**src/rtl/cg_rvarch_decode_stage.sv**
```systemverilog
// RV32/RV64 base-ISA decode stage: one-entry valid/ready pipeline register
// holding the decoded fields, immediate, class flags and an illegal counter.
module cg_rvarch_decode_stage #(
    parameter int XLEN      = 32,
    parameter int CNT_WIDTH = 16
) (
    input  logic                 i_clk,
    input  logic                 i_rst_n,
    input  logic                 i_valid,
    output logic                 o_ready,
    input  logic [31:0]          i_instr,
    input  logic [XLEN-1:0]      i_pc,
    input  logic                 i_flush,
    output logic                 o_valid,
    input  logic                 i_ready,
    output logic [XLEN-1:0]      o_pc,
    output logic [6:0]           o_opcode,
    output logic [2:0]           o_funct3,
    output logic [6:0]           o_funct7,
    output logic [4:0]           o_rd,
    output logic [4:0]           o_rs1,
    output logic [4:0]           o_rs2,
    output logic [XLEN-1:0]      o_imm,
    output logic                 o_rd_we,
    output logic                 o_is_branch,
    output logic                 o_is_load,
    output logic                 o_is_store,
    output logic                 o_is_jump,
    output logic                 o_is_word,
    output logic                 o_illegal,
    output logic [CNT_WIDTH-1:0] o_illegal_cnt
);

    localparam bit RV64 = (XLEN == 64);

    localparam logic [6:0] OPC_LOAD      = 7'h03;
    localparam logic [6:0] OPC_MISC_MEM  = 7'h0F;
    localparam logic [6:0] OPC_OP_IMM    = 7'h13;
    localparam logic [6:0] OPC_AUIPC     = 7'h17;
    localparam logic [6:0] OPC_OP_IMM_32 = 7'h1B;
    localparam logic [6:0] OPC_STORE     = 7'h23;
    localparam logic [6:0] OPC_OP        = 7'h33;
    localparam logic [6:0] OPC_LUI       = 7'h37;
    localparam logic [6:0] OPC_OP_32     = 7'h3B;
    localparam logic [6:0] OPC_BRANCH    = 7'h63;
    localparam logic [6:0] OPC_JALR      = 7'h67;
    localparam logic [6:0] OPC_JAL       = 7'h6F;
    localparam logic [6:0] OPC_SYSTEM    = 7'h73;

    typedef enum logic [2:0] {
        IMM_NONE,
        IMM_I,
        IMM_S,
        IMM_B,
        IMM_U,
        IMM_J
    } imm_fmt_e;

    typedef struct packed {
        logic [XLEN-1:0] pc;
        logic [6:0]      opcode;
        logic [2:0]      funct3;
        logic [6:0]      funct7;
        logic [4:0]      rd;
        logic [4:0]      rs1;
        logic [4:0]      rs2;
        logic [XLEN-1:0] imm;
        logic            rd_we;
        logic            is_branch;
        logic            is_load;
        logic            is_store;
        logic            is_jump;
        logic            is_word;
        logic            illegal;
    } dec_t;

    logic                 accept;
    logic                 valid_q;
    logic [CNT_WIDTH-1:0] cnt_q;
    dec_t                 dec_d;
    dec_t                 dec_q;

    logic [6:0]           opc;
    logic [2:0]           f3;
    imm_fmt_e             fmt;
    logic signed [31:0]   imm32;
    logic                 has_rd;
    logic                 cls_br;
    logic                 cls_ld;
    logic                 cls_st;
    logic                 cls_jmp;
    logic                 cls_word;
    logic                 bad;

    assign opc = i_instr[6:0];
    assign f3  = i_instr[14:12];

    assign o_ready = !valid_q || i_ready;
    assign accept  = i_valid && o_ready && !i_flush;

    // Opcode classification and legality; bits [1:0] are part of opc,
    // so compressed encodings fall into the default arm.
    always_comb begin
        fmt      = IMM_NONE;
        has_rd   = 1'b0;
        cls_br   = 1'b0;
        cls_ld   = 1'b0;
        cls_st   = 1'b0;
        cls_jmp  = 1'b0;
        cls_word = 1'b0;
        bad      = 1'b0;
        case (opc)
            OPC_LOAD: begin
                fmt    = IMM_I;
                has_rd = 1'b1;
                cls_ld = 1'b1;
                bad    = (f3 == 3'b111) ||
                         (!RV64 && (f3 == 3'b011 || f3 == 3'b110));
            end
            OPC_MISC_MEM: ;
            OPC_OP_IMM: begin
                fmt    = IMM_I;
                has_rd = 1'b1;
            end
            OPC_AUIPC: begin
                fmt    = IMM_U;
                has_rd = 1'b1;
            end
            OPC_OP_IMM_32: begin
                fmt      = IMM_I;
                has_rd   = RV64;
                cls_word = RV64;
                bad      = !RV64;
            end
            OPC_STORE: begin
                fmt    = IMM_S;
                cls_st = 1'b1;
                bad    = f3[2] || (!RV64 && f3 == 3'b011);
            end
            OPC_OP: has_rd = 1'b1;
            OPC_LUI: begin
                fmt    = IMM_U;
                has_rd = 1'b1;
            end
            OPC_OP_32: begin
                has_rd   = RV64;
                cls_word = RV64;
                bad      = !RV64;
            end
            OPC_BRANCH: begin
                fmt    = IMM_B;
                cls_br = 1'b1;
                bad    = (f3 == 3'b010) || (f3 == 3'b011);
            end
            OPC_JALR: begin
                fmt     = IMM_I;
                has_rd  = 1'b1;
                cls_jmp = 1'b1;
                bad     = (f3 != 3'b000);
            end
            OPC_JAL: begin
                fmt     = IMM_J;
                has_rd  = 1'b1;
                cls_jmp = 1'b1;
            end
            OPC_SYSTEM: ;
            default: bad = 1'b1;
        endcase
    end

    always_comb begin
        case (fmt)
            IMM_I: imm32 = {{20{i_instr[31]}}, i_instr[31:20]};
            IMM_S: imm32 = {{20{i_instr[31]}}, i_instr[31:25],
                            i_instr[11:7]};
            IMM_B: imm32 = {{19{i_instr[31]}}, i_instr[31], i_instr[7],
                            i_instr[30:25], i_instr[11:8], 1'b0};
            IMM_U: imm32 = {i_instr[31:12], 12'b0};
            IMM_J: imm32 = {{11{i_instr[31]}}, i_instr[31],
                            i_instr[19:12], i_instr[20],
                            i_instr[30:21], 1'b0};
            default: imm32 = '0;
        endcase
    end

    always_comb begin
        dec_d           = '0;
        dec_d.pc        = i_pc;
        dec_d.opcode    = opc;
        dec_d.funct3    = f3;
        dec_d.funct7    = i_instr[31:25];
        dec_d.rd        = i_instr[11:7];
        dec_d.rs1       = i_instr[19:15];
        dec_d.rs2       = i_instr[24:20];
        dec_d.imm       = XLEN'(imm32);
        dec_d.rd_we     = has_rd && (i_instr[11:7] != 5'd0) && !bad;
        dec_d.is_branch = cls_br && !bad;
        dec_d.is_load   = cls_ld && !bad;
        dec_d.is_store  = cls_st && !bad;
        dec_d.is_jump   = cls_jmp && !bad;
        dec_d.is_word   = cls_word;
        dec_d.illegal   = bad;
    end

    always_ff @(posedge i_clk or negedge i_rst_n) begin
        if (!i_rst_n) begin
            valid_q <= 1'b0;
            dec_q   <= '0;
            cnt_q   <= '0;
        end else begin
            if (i_flush) begin
                valid_q <= 1'b0;
            end else if (accept) begin
                valid_q <= 1'b1;
            end else if (i_ready) begin
                valid_q <= 1'b0;
            end
            if (accept) begin
                dec_q <= dec_d;
            end
            // Saturating: a stuck-at-max count is more useful than a wrap.
            if (accept && bad && !(&cnt_q)) begin
                cnt_q <= cnt_q + 1'b1;
            end
        end
    end

    assign o_valid       = valid_q;
    assign o_pc          = dec_q.pc;
    assign o_opcode      = dec_q.opcode;
    assign o_funct3      = dec_q.funct3;
    assign o_funct7      = dec_q.funct7;
    assign o_rd          = dec_q.rd;
    assign o_rs1         = dec_q.rs1;
    assign o_rs2         = dec_q.rs2;
    assign o_imm         = dec_q.imm;
    assign o_rd_we       = dec_q.rd_we;
    assign o_is_branch   = dec_q.is_branch;
    assign o_is_load     = dec_q.is_load;
    assign o_is_store    = dec_q.is_store;
    assign o_is_jump     = dec_q.is_jump;
    assign o_is_word     = dec_q.is_word;
    assign o_illegal     = dec_q.illegal;
    assign o_illegal_cnt = cnt_q;

endmodule

```
**config.mk**
```make
export PLATFORM = sky130hd
export DESIGN_NAME = cg_rvarch_decode_stage
export DESIGN_NICKNAME = d
export VERILOG_FILES = /design/src/rtl/cg_rvarch_decode_stage.sv
export SDC_FILE = /design/constraint.sdc
export NUM_CORES = 1
export LEC_CHECK = 0
export CELL_PAD_IN_SITES_DETAIL_PLACEMENT = 1
export CELL_PAD_IN_SITES_GLOBAL_PLACEMENT = 1
export CORE_MARGIN = 2
export CORE_UTILIZATION = 35
export CTS_CLUSTER_DIAMETER = 80
export DETAILED_ROUTE_END_ITERATION = 8
export PLACE_DENSITY = 0.91
export SYNTH_ARGS = -nofsm -noshare
export SYNTH_HDL_FRONTEND = slang
export SYNTH_SLANG_ARGS = --single-unit
```
**constraint.sdc**
```tcl
create_clock -name i_clk -period 5.41 [get_ports i_clk]
set_clock_uncertainty 0.2 [all_clocks]
set_input_delay 1.082 -clock i_clk [delete_from_list [all_inputs] [get_ports i_clk]]
set_output_delay 1.082 -clock i_clk [all_outputs]
set_load 0.03 [all_outputs]
```
# After elaboration in Yosys (flattened, before gate mapping)
# Index checks and enable logic that the tools add are counted.
dict set report classes {
  n_eq_ne 21
  addsub 1
  muxes 11
  reduce_logical 28
}
# cell n
set op_table {}
lappend op_table {{one-hot mux 32 bit (5 select lines)} 1}
lappend op_table {{equality test 7 bit (second input constant)} 4}
lappend op_table {{equality test 7 x 5 -> 1 bit (second input constant)} 3}
lappend op_table {{equality test 7 x 6 -> 1 bit (second input constant)} 3}
lappend op_table {{adder 16 x 1 -> 16 bit (second input constant)} 1}
lappend op_table {{AND reduction 16 bit} 1}
lappend op_table {{one-hot mux 3 bit (5 select lines)} 1}
lappend op_table {{OR reduction 7 bit} 2}
lappend op_table {{equality test 3 x 2 -> 1 bit (second input constant)} 4}
lappend op_table {{equality test 3 bit (second input constant)} 4}
lappend op_table {{logical AND 1 bit} 10}
lappend op_table {{two-way mux 1 bit} 8}
lappend op_table {{equality test 7 x 2 -> 1 bit (second input constant)} 1}
lappend op_table {{equality test 7 x 4 -> 1 bit (second input constant)} 1}
lappend op_table {{nonzero test 3 bit} 2}
lappend op_table {{logical OR 1 bit} 5}
lappend op_table {{one-hot mux 1 bit (5 select lines)} 1}
lappend op_table {{nonzero test 5 bit} 1}
lappend op_table {{logical NOT 1 bit} 4}
lappend op_table {{OR reduction 2 bit} 2}
lappend op_table {{OR reduction 4 bit} 1}
lappend op_table {{equality test 3 x 1 -> 1 bit (second input constant)} 1}
dict set report word_totals {
  wordCells 77
  out_inout_bits 121
  ff_bits 119
}

# Longest topological paths before layout
dict set report logic_depth {
  ltp_word 6
  mapped_depth 9
  mapped_depth_nobuf 6
}

# Worst setup path before layout
# No wires, ideal clock.
dict set report synth_path {
  kind {input to register}
  startpoint {input port i_instr[6]}
  endpoint {register cnt_q[1] (netlist: o_illegal_cnt[1])}
  arrival_ns 2.477
  t_required_ns 5.082
  path_slack_ns 2.606
  stages 8
  cell_sequence {buf_2 or2_0 a32oi_1 o21ai_0 a211o_1 buf_6 nand2_2 mux2_1}
}
dict set report synth_between {
  elab_chain_len 5
  elab_cells_between_ends 15
  cone_classes {11 x eq/ne; 1 x mux; 3 x reduce/logical}
}
# element line
set synth_lines {}
lappend synth_lines {{from (decl)} 11} ;# input logic [31:0] i_instr,
lappend synth_lines {{equality test 7 bit (tied with other cells)} 112} ;# case (opc)
lappend synth_lines {{OR reduction 7 bit (no line)} --}
lappend synth_lines {{one-hot mux 1 bit (5 select lines) (*)} 112}
lappend synth_lines {{logical AND 1 bit (*) (2 in a row)} 222} ;# if (accept && bad && !(&cnt_q)) begin
lappend synth_lines {{to (signal assigned)} 223} ;# cnt_q <= cnt_q + 1'b1;
lappend synth_lines {{to (decl)} 79} ;# logic [CNT_WIDTH-1:0] cnt_q;
# Every way passes the cells marked *; elsewhere a longest branch is shown, timed or not.
# A chain may end at the register's enable or synchronous reset.

# Worst setup path in the final report
dict set report layout_path {
  startpoint {input port i_ready}
  endpoint {output port o_ready}
}
dict set report layout_between {
  elab_chain_len 1
}
# element line
set layout_lines {}
lappend layout_lines {{from (decl)} 15} ;# input logic i_ready,
lappend layout_lines {{logical OR 1 bit} 98} ;# assign o_ready = !valid_q || i_ready;
lappend layout_lines {{to (decl)} 10} ;# output logic o_ready,
# No other way between the ends.

==> report_table.html <==
<table>
<tr><th>Metric</th><th>Value</th></tr>
<tr><th colspan="2">Run</th></tr>
<tr><td># Max-Cap Violations</td><td>0</td></tr>
<tr><th colspan="2">Finish</th></tr>
<tr><td>Commonest cells after routing, fill and taps aside</td><td>213 x sky130_fd_sc_hd__nand2_1, 187 x sky130_fd_sc_hd__clkdlybuf4s50_1, 119 x sky130_fd_sc_hd__dfrtp_1, 26 x sky130_fd_sc_hd__nor2_1, 21 x sky130_fd_sc_hd__a21oi_1</td></tr>
<tr><td>Count of non-filler cells in the finished layout</td><td>923</td></tr>
<tr><td>Post-layout nets</td><td>797</td></tr>
<tr><td>Fill count</td><td>1603</td></tr>
<tr><td>Fraction of final layout cells sized beyond drive strength 1</td><td>0.07442</td></tr>
<tr><td>Antenna fix cells</td><td>0</td></tr>
<tr><td>Area growth syn-to-layout</td><td>51.88%</td></tr>
<tr><td>Most common cell after layout, fill and taps aside</td><td>sky130_fd_sc_hd__nand2_1</td></tr>
<tr><th colspan="2">Floorplanning</th></tr>
<tr><td>Area of the core</td><td>0.01442 mm²</td></tr>
<tr><td>Effective utilization at floorplan</td><td>0.3551</td></tr>
<tr><td>Number of core rows</td><td>44</td></tr>
<tr><td>Die width</td><td>125.0 µm</td></tr>
<tr><td>Ports</td><td>190</td></tr>
<tr><td>Die height</td><td>125.0 µm</td></tr>
<tr><td>Die area</td><td>0.01562 mm²</td></tr>
<tr><th colspan="2">Global route</th></tr>
<tr><td>Aggregate global routing overflow</td><td>0</td></tr>
<tr><td>Wire length of the first global-routing pass</td><td>26.88 mm</td></tr>
<tr><td>Gr usage total</td><td>0.2177</td></tr>
<tr><td>Number of global-route vias before repair</td><td>5116</td></tr>
<tr><td>Antenna violations before repair</td><td>0</td></tr>
<tr><td>Maximum number of pins on one net before global-route repair</td><td>110</td></tr>
<tr><th colspan="2">Pwr</th></tr>
<tr><td>Total Power Consumption</td><td>2.965 mW</td></tr>
<tr><td>Peak VDD IR</td><td>0.0001779 V</td></tr>
<tr><td>Static leakage</td><td>3.461 nW</td></tr>
<tr><td>Power per Cell Area</td><td>381.1 mW/mm²</td></tr>
<tr><th colspan="2">STA</th></tr>
<tr><td>Setup TNS after final layout</td><td>0 ps</td></tr>
<tr><td>Number of setup violations in the final report</td><td>0</td></tr>
<tr><td>Final critical-path share of the clock period</td><td>0.6820</td></tr>
<tr><td>Number of hold violations in the final report</td><td>0</td></tr>
<tr><td>Max-slew violations</td><td>0</td></tr>
<tr><td>Minimum clock period after layout</td><td>3690 ps</td></tr>
<tr><td>Setup repair after global routing missed its margin</td><td>false</td></tr>
<tr><td>Worst slew margin relative to its limit</td><td>0.3871</td></tr>
<tr><td>Transition time at the pin with the least slew margin</td><td>919.3 ps</td></tr>
<tr><td>Max frequency</td><td>271.0 MHz</td></tr>
<tr><th colspan="2">Place</th></tr>
<tr><td>Detailed placement HPWL</td><td>11.89 mm</td></tr>
<tr><td>Count of buffers from port buffering</td><td>188</td></tr>
<tr><td>Final weighted congestion of routability-driven global placement</td><td>0.8587</td></tr>
<tr><td>Placed cell count</td><td>892</td></tr>
<tr><th colspan="2">CTS</th></tr>
<tr><td>CTS tree</td><td>done</td></tr>
<tr><td>Number of setup buffers added after CTS</td><td>0</td></tr>
<tr><td>Worst-Skew Late Latency</td><td>410 ps</td></tr>
<tr><td>Post-CTS Hold Fix Bufs</td><td>0</td></tr>
<tr><td>Total clock buffers created by CTS</td><td>17</td></tr>
<tr><td>CTS clock-pin slew for the worst setup and hold paths</td><td>50 ps</td></tr>
<tr><td>Clock tree buffer depth</td><td>2</td></tr>
<tr><td># H-tree levels</td><td>4</td></tr>
<tr><td>Clock tree sinks</td><td>119</td></tr>
<tr><td>Post-CTS sizing</td><td>0</td></tr>
<tr><td>Cell at the root of the clock tree</td><td>sky130_fd_sc_hd__clkbuf_16</td></tr>
<tr><th colspan="2">Yosys</th></tr>
<tr><td>Synthesized area</td><td>0.005122 mm²</td></tr>
<tr><td>Synthesized Nets</td><td>616</td></tr>
<tr><td>Distinct cell type count of the synthesized netlist</td><td>55</td></tr>
<tr><td>Sequential fraction of the synthesis area</td><td>0.5813</td></tr>
<tr><td>Share of async-settable or async-resettable flops after synthesis</td><td>1.000</td></tr>
<tr><td>Flip-flop and latch count after synthesis</td><td>119</td></tr>
<tr><td>Post-synth EDFFs</td><td>0</td></tr>
<tr><td>Gate count after technology mapping</td><td>546</td></tr>
<tr><td>Yosys warning count</td><td>0</td></tr>
<tr><td>Mean post-synth cell area</td><td>9.382 µm²</td></tr>
<tr><td>Primary flip-flop cell chosen by synthesis mapping</td><td>sky130_fd_sc_hd__dfrtp_1</td></tr>
<tr><th colspan="2">Routing</th></tr>
<tr><td>Total length of routed wires</td><td>16.65 mm</td></tr>
<tr><td>Detailed-router iteration count before antenna repair</td><td>4</td></tr>
<tr><td>Number of DRC markers after the initial detailed-route iteration</td><td>181</td></tr>
<tr><td>DRC viols</td><td>0</td></tr>
<tr><td>Final routed wire length divided by cell count</td><td>18.04 µm</td></tr>
<tr><td>Detail Route Antenna Nets</td><td>0</td></tr>
<tr><td>Via-per-instance ratio</td><td>5.014</td></tr>
<tr><td>Routed via count</td><td>4628</td></tr>
<tr><th colspan="2">Setup path</th></tr>
<tr><td>Data arrival time at the worst-slack endpoint</td><td>2410 ps</td></tr>
<tr><td>Endpoint required time on the critical path</td><td>4130 ps</td></tr>
<tr><td>Crit. End Element</td><td>output port</td></tr>
<tr><td>Startpoint types</td><td>primary input</td></tr>
<tr><td>Classification of the worst setup path</td><td>in2out</td></tr>
<tr><td>Highest fanout seen on the critical path</td><td>3</td></tr>
<tr><td>Worst r2r src</td><td>o_valid</td></tr>
<tr><td>Crit path from</td><td>i_ready</td></tr>
<tr><th colspan="2">Run status</th></tr>
<tr><td>Outcome</td><td>complete, no violations</td></tr>
<tr><th colspan="2">Hold path</th></tr>
<tr><td>Tightest Hold Check Type</td><td>reg2reg</td></tr>
<tr><td>Startpoint of the tightest hold check path</td><td>o_rd[4]</td></tr>
</table>
synthesized netlist by cell type, types with 2 or more instances:
cell / instances / share of area
sky130_fd_sc_hd__nand4b_1: 2 / 0.0034
sky130_fd_sc_hd__nand2_2: 2 / 0.0024
sky130_fd_sc_hd__nor2b_1: 3 / 0.0037
sky130_fd_sc_hd__and3_1: 4 / 0.0049
sky130_fd_sc_hd__o21ai_0: 15 / 0.015
sky130_fd_sc_hd__buf_6: 3 / 0.0066
sky130_fd_sc_hd__a21oi_1: 21 / 0.021
sky130_fd_sc_hd__nor3_1: 8 / 0.0078
sky130_fd_sc_hd__nand2_1: 213 / 0.16
sky130_fd_sc_hd__nand3_2: 7 / 0.014
sky130_fd_sc_hd__inv_1: 7 / 0.0051
sky130_fd_sc_hd__xnor2_1: 14 / 0.024
sky130_fd_sc_hd__buf_2: 10 / 0.0098
sky130_fd_sc_hd__nor4_1: 3 / 0.0037
sky130_fd_sc_hd__nand3b_1: 2 / 0.0029
sky130_fd_sc_hd__a21oi_2: 2 / 0.0034
sky130_fd_sc_hd__a221oi_1: 4 / 0.0068
sky130_fd_sc_hd__o21ai_1: 13 / 0.013
sky130_fd_sc_hd__nand4_1: 2 / 0.0024
sky130_fd_sc_hd__nor2_1: 26 / 0.019
sky130_fd_sc_hd__nand3_1: 7 / 0.0068
sky130_fd_sc_hd__buf_4: 3 / 0.0044
sky130_fd_sc_hd__clkbuf_1: 14 / 0.010
sky130_fd_sc_hd__a22o_1: 11 / 0.019
sky130_fd_sc_hd__dfrtp_1: 119 / 0.58
sky130_fd_sc_hd__a32oi_1: 2 / 0.0034
registers in the layout (all words and copies together), names as in the netlist:
signal,count
o_pc,32
o_illegal,1
o_is_load,1
o_rs1,5
o_is_jump,1
o_funct7,7
o_illegal_cnt,16
o_opcode,7
o_rd,5
o_is_branch,1
o_is_store,1
o_imm,32
o_funct3,3
o_rs2,5
o_rd_we,1
o_valid,1
stage by stage:
stage | setup slack (ps) | hold WS [ps] | utilization | instance area, µm²
2_1_floorplan | 2606 | 446.9 | - | 5122
3_3_place_gp | 1510 | 256.6 | 0.4945 | 7133
3_5_place_dp | 1394 | 269.9 | 0.4945 | 7133
4_1_cts | 1704 | 277.9 | 0.5394 | 7780
5_1_grt | 1620 | 297.6 | 0.5394 | 7780
6_report | 1720 | 274.7 | 0.5394 | 7780
final timing paths:
path                               endpoint  slack [ps]  cells after the start
min in group asynchronous           o_pc[6]         500                      1
min                                 o_rd[4]         270                      2
min reg2reg                         o_rd[4]         270                      2
max in group asynchronous         o_imm[14]        3570                      2
max reg2reg                o_illegal_cnt[1]        3020                      7
max                                 o_ready        1720                      4
area by class of cell:
| class | instances | area, µm² | share of cell area |
|---|---|---|---|
| tap | 184 | 230.2 | 0.02959 |
| clock inverter | 8 | 168.9 | 0.02171 |
| timing repair buffer | 193 | 1929 | 0.2480 |
| clock buffer | 23 | 478.0 | 0.06143 |
| sequential | 119 | 2978 | 0.3828 |
| multi-input combinational | 388 | 1966 | 0.2527 |
| inverter | 8 | 30.03 | 0.003860 |
cell families (layout without fill, tap and decap cells):
logic type	count (synthesis)	after routing	share of synthesized area
multiplexers	1	1	0.002198
adder cells (fa/ha/maj)	1	1	0.002442
buffers and inverters	39	232	0.03762
AND/OR/NAND/NOR	291	291	0.2487
other	1	1	0.0007321
AO/OA/AOI/OAI	80	80	0.1031
XOR/XNOR	14	14	0.02394
flip-flops	119	119	0.5813
worst max-delay path, stage by stage:
cell,delay (ps)
sky130_fd_sc_hd__clkdlybuf4s50_1,400
sky130_fd_sc_hd__nor2b_1,210
sky130_fd_sc_hd__inv_1,100
sky130_fd_sc_hd__clkdlybuf4s50_1,610
per-layer routing:
metal,up-vias,GRT usage,share of wire,routed length [µm]
met4,0,0.09346,0.026,434
li1,2158,-,-,-
met1,2274,0.2531,0.40,6677
met2,162,0.3728,0.50,8407
met5,-,0,0,0
met3,34,0.06718,0.068,1129
where the power goes:
part | total (mW) | switching (mW) | internal, mW
sequential | 1.06 | 0.0737 | 0.990
clock | 1.24 | 0.385 | 0.850
combinational | 0.666 | 0.392 | 0.274
Power figures use the tool's default switching activity.
